==> config.mk <==
export PLATFORM = sky130hd
export DESIGN_NAME = adc_temp_reader
export DESIGN_NICKNAME = d
export VERILOG_FILES = /design/src/rtl/adc_temp_reader.sv
export SDC_FILE = /design/constraint.sdc
export NUM_CORES = 1
export LEC_CHECK = 0
export ABC_CLOCK_PERIOD_IN_PS = 2200
export CORE_UTILIZATION = 48
export DETAILED_ROUTE_END_ITERATION = 8
export GPL_TIMING_DRIVEN = 0
export PLACE_DENSITY = 0.67
export SYNTH_ARGS = -nofsm -noshare
export SYNTH_HDL_FRONTEND = slang
export SYNTH_SLANG_ARGS = --single-unit
==> constraint.sdc <==
create_clock -name clk -period 2.2 [get_ports clk]
set_input_delay 0.44 -clock clk [delete_from_list [all_inputs] [get_ports clk]]
set_output_delay 0.44 -clock clk [all_outputs]
set_load 0.05 [all_outputs]
==> src/rtl/adc_temp_reader.sv <==
`default_nettype none
//============================================================================
// Module : adc_temp_reader
// ADC128S022 SPI master: round-robins thermistor channels, holds latest codes.
// Rev    : 1.0
//============================================================================
module adc_temp_reader #(
  parameter int CLK_DIV = 8,
  parameter int NUM_CH  = 2,
  parameter int GAP     = 16
) (
  input  logic        clk,
  input  logic        rst_n,
  output logic        adc_cs_n,
  output logic        adc_sclk,
  output logic        adc_din,
  input  logic        adc_dout,
  output logic [11:0] temp0,
  output logic [11:0] temp1,
  output logic        sample_valid,
  output logic        sample_ch
);

  typedef enum logic [1:0] {
    ST_GAP   = 2'd0,
    ST_START = 2'd1,
    ST_SHIFT = 2'd2,
    ST_STOP  = 2'd3
  } state_t;

  localparam logic [15:0] GAP_LAST = 16'(GAP - 1);
  localparam logic [7:0]  DIV_LAST = 8'(CLK_DIV - 1);
  localparam logic [2:0]  LAST_CH  = 3'(NUM_CH - 1);

  state_t      state_q;
  logic [15:0] gap_cnt_q;
  logic [7:0]  div_cnt_q;
  logic [3:0]  bit_cnt_q;
  logic        high_q;
  logic [15:0] cmd_q;
  logic [11:0] shift_q;
  logic [2:0]  next_addr_q;
  logic        prev_ch_q;
  logic        first_frame_q;
  logic        cs_n_q;
  logic        sclk_q;
  logic        din_q;
  logic [11:0] temp0_q;
  logic [11:0] temp1_q;
  logic        valid_q;
  logic        ch_q;

  logic [2:0]  next_addr_d;
  logic [15:0] cmd_d;

  assign next_addr_d = (next_addr_q == LAST_CH) ? 3'd0 : next_addr_q + 3'd1;
  assign cmd_d       = {2'b00, next_addr_q, 11'b0};

  always_ff @(posedge clk or negedge rst_n) begin
    if (!rst_n) begin
      state_q       <= ST_GAP;
      gap_cnt_q     <= '0;
      div_cnt_q     <= '0;
      bit_cnt_q     <= '0;
      high_q        <= 1'b0;
      cmd_q         <= '0;
      shift_q       <= '0;
      next_addr_q   <= '0;
      prev_ch_q     <= 1'b0;
      first_frame_q <= 1'b1;
      cs_n_q        <= 1'b1;
      sclk_q        <= 1'b1;
      din_q         <= 1'b0;
      temp0_q       <= '0;
      temp1_q       <= '0;
      valid_q       <= 1'b0;
      ch_q          <= 1'b0;
    end else begin
      valid_q <= 1'b0;
      case (state_q)
        ST_GAP: begin
          if (gap_cnt_q == GAP_LAST) begin
            gap_cnt_q <= '0;
            div_cnt_q <= '0;
            cmd_q     <= cmd_d;
            din_q     <= cmd_d[15];
            cs_n_q    <= 1'b0;
            state_q   <= ST_START;
          end else begin
            gap_cnt_q <= gap_cnt_q + 16'd1;
          end
        end

        ST_START: begin
          if (div_cnt_q == DIV_LAST) begin
            div_cnt_q <= '0;
            bit_cnt_q <= '0;
            high_q    <= 1'b0;
            sclk_q    <= 1'b0;
            din_q     <= cmd_q[15];
            cmd_q     <= {cmd_q[14:0], 1'b0};
            state_q   <= ST_SHIFT;
          end else begin
            div_cnt_q <= div_cnt_q + 8'd1;
          end
        end

        ST_SHIFT: begin
          if (div_cnt_q == DIV_LAST) begin
            div_cnt_q <= '0;
            if (!high_q) begin
              // Only the last 12 bits survive; the leading nibble shifts out.
              sclk_q  <= 1'b1;
              high_q  <= 1'b1;
              shift_q <= {shift_q[10:0], adc_dout};
            end else if (bit_cnt_q == 4'd15) begin
              cs_n_q  <= 1'b1;
              state_q <= ST_STOP;
            end else begin
              sclk_q    <= 1'b0;
              high_q    <= 1'b0;
              din_q     <= cmd_q[15];
              cmd_q     <= {cmd_q[14:0], 1'b0};
              bit_cnt_q <= bit_cnt_q + 4'd1;
            end
          end else begin
            div_cnt_q <= div_cnt_q + 8'd1;
          end
        end

        ST_STOP: begin
          // The ADC pipelines by one frame: this data is for last frame's address.
          if (first_frame_q) begin
            first_frame_q <= 1'b0;
          end else begin
            if (prev_ch_q) temp1_q <= shift_q;
            else           temp0_q <= shift_q;
            valid_q <= 1'b1;
            ch_q    <= prev_ch_q;
          end
          prev_ch_q   <= next_addr_q[0];
          next_addr_q <= next_addr_d;
          state_q     <= ST_GAP;
        end

        default: state_q <= ST_GAP;
      endcase
    end
  end

  assign adc_cs_n     = cs_n_q;
  assign adc_sclk     = sclk_q;
  assign adc_din      = din_q;
  assign temp0        = temp0_q;
  assign temp1        = temp1_q;
  assign sample_valid = valid_q;
  assign sample_ch    = ch_q;

endmodule
`default_nettype wire

### Word-level counts from Yosys, hierarchy flattened

Index checks and enable logic that the tools add are counted.
Widths: inputs -> output; s select.

| word-level totals | value |
|---|---|
| bits in registers | 93 |
| output and inout port bits | 29 |
| word-level logic and storage cells | 98 |

| cells by class | value |
|---|---|
| add/sub/neg operators | 4 |
| equality and inequality tests | 14 |
| multiplexer cells | 43 |
| bitwise operators | 3 |
| reduce and logical (&&, ||, !) cells | 17 |

Operators by type and width:

| kind | count |
|---|---|
| $mux 16 | 6 |
| $pmux 16 s3 | 1 |
| $mux 1 | 17 |
| $add 16x1->16 const B | 1 |
| $eq 16x4->1 const B | 1 |
| $mux 4 | 4 |
| $mux 8 | 2 |
| $pmux 8 s2 | 1 |
| $reduce_and 5->1 | 3 |
| $ne 2x2->1 const B | 6 |
| $reduce_and 3->1 | 4 |
| $mux 2 | 5 |
| $add 8x1->8 const B | 1 |
| $eq 8x3->1 const B | 1 |
| $pmux 2 s4 | 1 |
| $pmux 4 s2 | 1 |
| $pmux 1 s2 | 3 |
| $reduce_and 6->1 | 1 |
| $reduce_bool 2->1 | 3 |
| $add 4x1->4 const B | 1 |
| $eq 2x2->1 const B | 2 |
| $eq 4x4->1 const B | 1 |
| $reduce_and 2->1 | 2 |
| $reduce_and 4->1 | 1 |
| other kinds (10) | 12 |

### Logic depth before layout (Yosys ltp)

| depth | value |
|---|---|
| word-level depth | 5 |
| gate-level depth with buffers | 8 |

### Worst setup path before layout

Ideal clock, no wire load.

| timing | value |
|---|---|
| path type | register to register |
| start point | reg state_q[0] |
| end point | reg cmd_q[11] |
| data arrival time | 2.193 ns |
| data required time | 2.075 ns |
| path slack | -0.118 ns |
| stages on the path, launching flop included | 9 |
| clock period less this slack | 2.318 ns |
| cell sequence | dfrtp_1 -> inv_1 -> ha_1 -> buf_6 -> and4_1 -> or2_1 -> buf_2 -> a2111oi_4 -> mux2_4 |

| between the ends | value |
|---|---|
| longest elaborated chain between the ends | 3 |
| elaborated cells on any way between the ends | 11 |
| classes of those cells | 7 x eq/ne; 1 x mux; 3 x reduce/logical |

Ends and longest elaborated chain:

| item | RTL line | RTL |
|---|---|---|
| from (decl) | 35 | `state_t state_q;` |
| from (signal assigned) | 61 | `state_q <= ST_GAP;` |
| from (signal assigned) | 88 | `state_q <= ST_START;` |
| from (signal assigned) | 102 | `state_q <= ST_SHIFT;` |
| $eq 2x2->1, or another cell as far along | 80 | `case (state_q)` |
| $ne 2x2->1 (no line) / $reduce_bool 3->1 (equally long branches) | n/a |  |
| $reduce_and 6->1 (no line) | n/a |  |
| to (signal assigned) | 85 | `cmd_q <= cmd_d;` |
| to (signal assigned) | 101 | `cmd_q <= {cmd_q[14:0], 1'b0};` |
| to (signal assigned) | 123 | `cmd_q <= {cmd_q[14:0], 1'b0};` |
| to (decl) | 40 | `logic [15:0] cmd_q;` |

Several ways; a longest one is shown, not always the timed one.
A chain may end at the register's enable or synchronous reset.

### Worst setup path after layout

| timing | value |
|---|---|
| start point | reg sclk_q (netlist: adc_sclk) |
| end point | out adc_sclk |

RTL lines:

| item | RTL line | RTL |
|---|---|---|
| from (decl) | 46 | `logic sclk_q;` |
| from (signal assigned) | 72 | `sclk_q <= 1'b1;` |
| from (signal assigned) | 99 | `sclk_q <= 1'b0;` |
| from (signal assigned) | 113 | `sclk_q <= 1'b1;` |
| to (decl) | 15 | `output logic adc_sclk,` |

No word-level cell between the ends.

==> results.yml <==
route:
  dr.pass1.iters: 4
  drc: 0
  drtAntennaViolNets: 0
  viasPerCell: 5.56
  wl_per_cell_um: 15.4
  finalWirelength_um: 7310
  vias: 2640
  drt_iter0_markers: 134
worst_setup_path:
  worst-setup-path-type: "flip-flop to primary output"
  slowest_delay_ns: 0.80
  required_ns: 1.76
  crit_family: "buffers and inverters"
  crit_arrival_ns: 1.70
  cp_num_buf_inv: 1
  crit_path_max_fanout: 3
  crit_slowest_cell: "clkdlybuf4s50_1"
  crit_path_end_kind: "primary output"
  worstPathCellList: "clkdlybuf4s50_1"
  start_kind: "flip-flop"
clocking:
  clk_latency_ns: 0.35
  clock_sinks: 82
  cts_buffers: 9
  clockBufferDepth: 2
  cts_max_level: 3
  cts_tree: "yes"
  cts_root_buf: "clkbuf_8"
  path_clk_slew_ns: 0.08
placement:
  gp_congestion: 0.810
  dp_hpwl_um: 4790
  portBuffers: 31
pwr:
  ir_worst_vdd_mv: 0.348
  power_leakage_nw: 2.11
  power.density_mw_per_mm2: 575
  power_mw: 2.64
die:
  initial_utilization: 0.498
  fp-row-count: 32
  die-area_mm2: 0.00837
  die_h_um: 91.5
  die_width_um: 91.5
  io_pins: 32
  core_mm2: 0.00773
timing:
  period_share: 0.971
  fmaxAchievable_ghz: 0.468
  max_slew.worst_pin.slew_ns: 0.628
  setup_violations: 0
  holdWs_ns: 0.477
  maxSlewViolCount: 0
  hold_violations: 0
  finClkSkew_ns: 0.0100
  max-slew-margin-rel: 0.581
  min_period_ns: 2.14
  rsz0062_at_grt: "true"
hold_path:
  hp-class: "flip-flop to flip-flop"
yosys:
  synth_area_per_cell_um2: 11.9
  async_flop_share: 1.00
  synth_most_common_cell: "dfrtp_1"
  synth_top_area_frac: 0.514
  synthDistinctLibCells: 51
  synth_ff_type: "dfrtp_1"
  syn_nets: 333
  synth_edf_count: 0
  synth_commonest_cells: "79 x dfrtp_1, 39 x mux2_2, 20 x inv_1, 17 x nand2_1, 16 x nand3_1"
  syn_area_mm2: 0.00384
  yosys_warnings: 0
  ys_seq_area_frac: 0.535
  ys_seq_elements: 82
  syn_inst: 322
  synthTopCellsByArea: "dfrtp_1 51%, mux2_2 11%, ha_1 2.6%"
  yosysTopAreaCell: "dfrtp_1"
cells_and_area:
  diodes: 0
  drive_gt1_frac: 0.231
  fillers: 601
  syn_to_final_growth_pct: 19.1
  nets: 380
job:
  maxCapViolCount: 0
global_route:
  first_global_vias: 2573
  overflow: 0
  grt_pass1_wl_um: 12300
  antenna_found_initial: 0
  grt_use_total: 0.188
  grt_max_degree: 62
status:
  status: "completed"
-- cell type report --
type / count / area (um2) / area share
inverter: 20 / 75.1 / 0.0164
buffer: 13 / 73.8 / 0.0161
multi-input combinational: 205 / 1670 / 0.365
sequential: 82 / 2060 / 0.449
timing repair buffer: 38 / 387 / 0.0844
clock buffer: 9 / 124 / 0.0270
tap: 102 / 128 / 0.0279
clock inverter: 6 / 67.6 / 0.0148
-- power by group --
part           leakage, nW  switching (mW)  internal, mW
clock network       0.0917           0.561         0.522
registers             1.11         0.00293          1.51
logic                0.914          0.0298        0.0110
-- cells in the final DEF, fill, tap and decap left out, types with 9 or more instances in the layout --
cell type         n
clkbuf_8          9
nand2_1          17
mux2i_1           9
dfrtp_1          79
nand3_1          16
nor2_1           11
mux2_2           39
a31oi_1          10
inv_1            20
o21ai_0           9
clkdlybuf4s50_1  30
-- per-layer routing --
layer  GRT usage  vias up  share of wire
li1            -     1260              -
met1       0.254     1337           0.48
met2       0.297       34           0.48
met3      0.0302        9          0.023
met4      0.0873        0          0.016
met5           0        -              0
-- flip-flops by register name (all words and copies together) (netlist names) --
signal	cells
high_q	1
adc_cs_n	1
first_frame_q	1
bit_cnt_q	4
gap_cnt_q	16
prev_ch_q	1
state_q	2
adc_sclk	1
temp1	12
next_addr_q	3
shift_q	12
div_cnt_q	8
temp0	12
sample_ch	1
cmd_q	5
sample_valid	1
adc_din	1
-- final timing paths --
kind                       slack (ns)       endpoint  cells after the start     startpoint
setup / recovery                 0.06       adc_sclk                      1       adc_sclk
hold / removal                   0.48  gap_cnt_q[15]                      1  gap_cnt_q[15]
setup reg to reg                 0.09    shift_q[10]                      7   div_cnt_q[0]
hold reg to reg                  0.48  gap_cnt_q[15]                      1  gap_cnt_q[15]
max in group asynchronous        1.05  first_frame_q                      3          rst_n
min in group asynchronous        0.51  gap_cnt_q[14]                      2          rst_n
-- kinds of logic after synthesis --
group	count (synthesis)	synth area share
AO/OA/AOI/OAI	51	0.0986
XOR/XNOR	9	0.0205
adder cells (fa/ha/maj)	8	0.0260
buffers and inverters	35	0.0368
flip-flops	82	0.535
multiplexers	51	0.149
AND/OR/NAND/NOR	86	0.134
-- timing repair --
item,4_1_cts,5_1_grt
setup endpoints to repair,28,31
setup buffers,3,2
pin swaps,2,1
hold endpoints to repair,21,0
hold buffers,1,0
gates resized for setup,11,5
-- per-stage QoR --
| step | cells | setup WS [ns] | cell area, um2 | TNS, ns | utilization |
|---|---|---|---|---|---|
| after floorplan | 322 | 0.00848 | 3840 | 0 | - |
| after global placement | 455 | -2.29 | 4280 | -187.94 | 0.554 |
| after detailed placement | 456 | -0.270 | 4310 | -3.73 | 0.557 |
| after CTS | 474 | 0.00412 | 4560 | 0 | 0.591 |
| after global routing | 475 | -0.0368 | 4580 | -0.0604 | 0.593 |
| final | 475 | 0.0633 | 4580 | 0 | 0.593 |
Power figures use the tool's default switching activity.
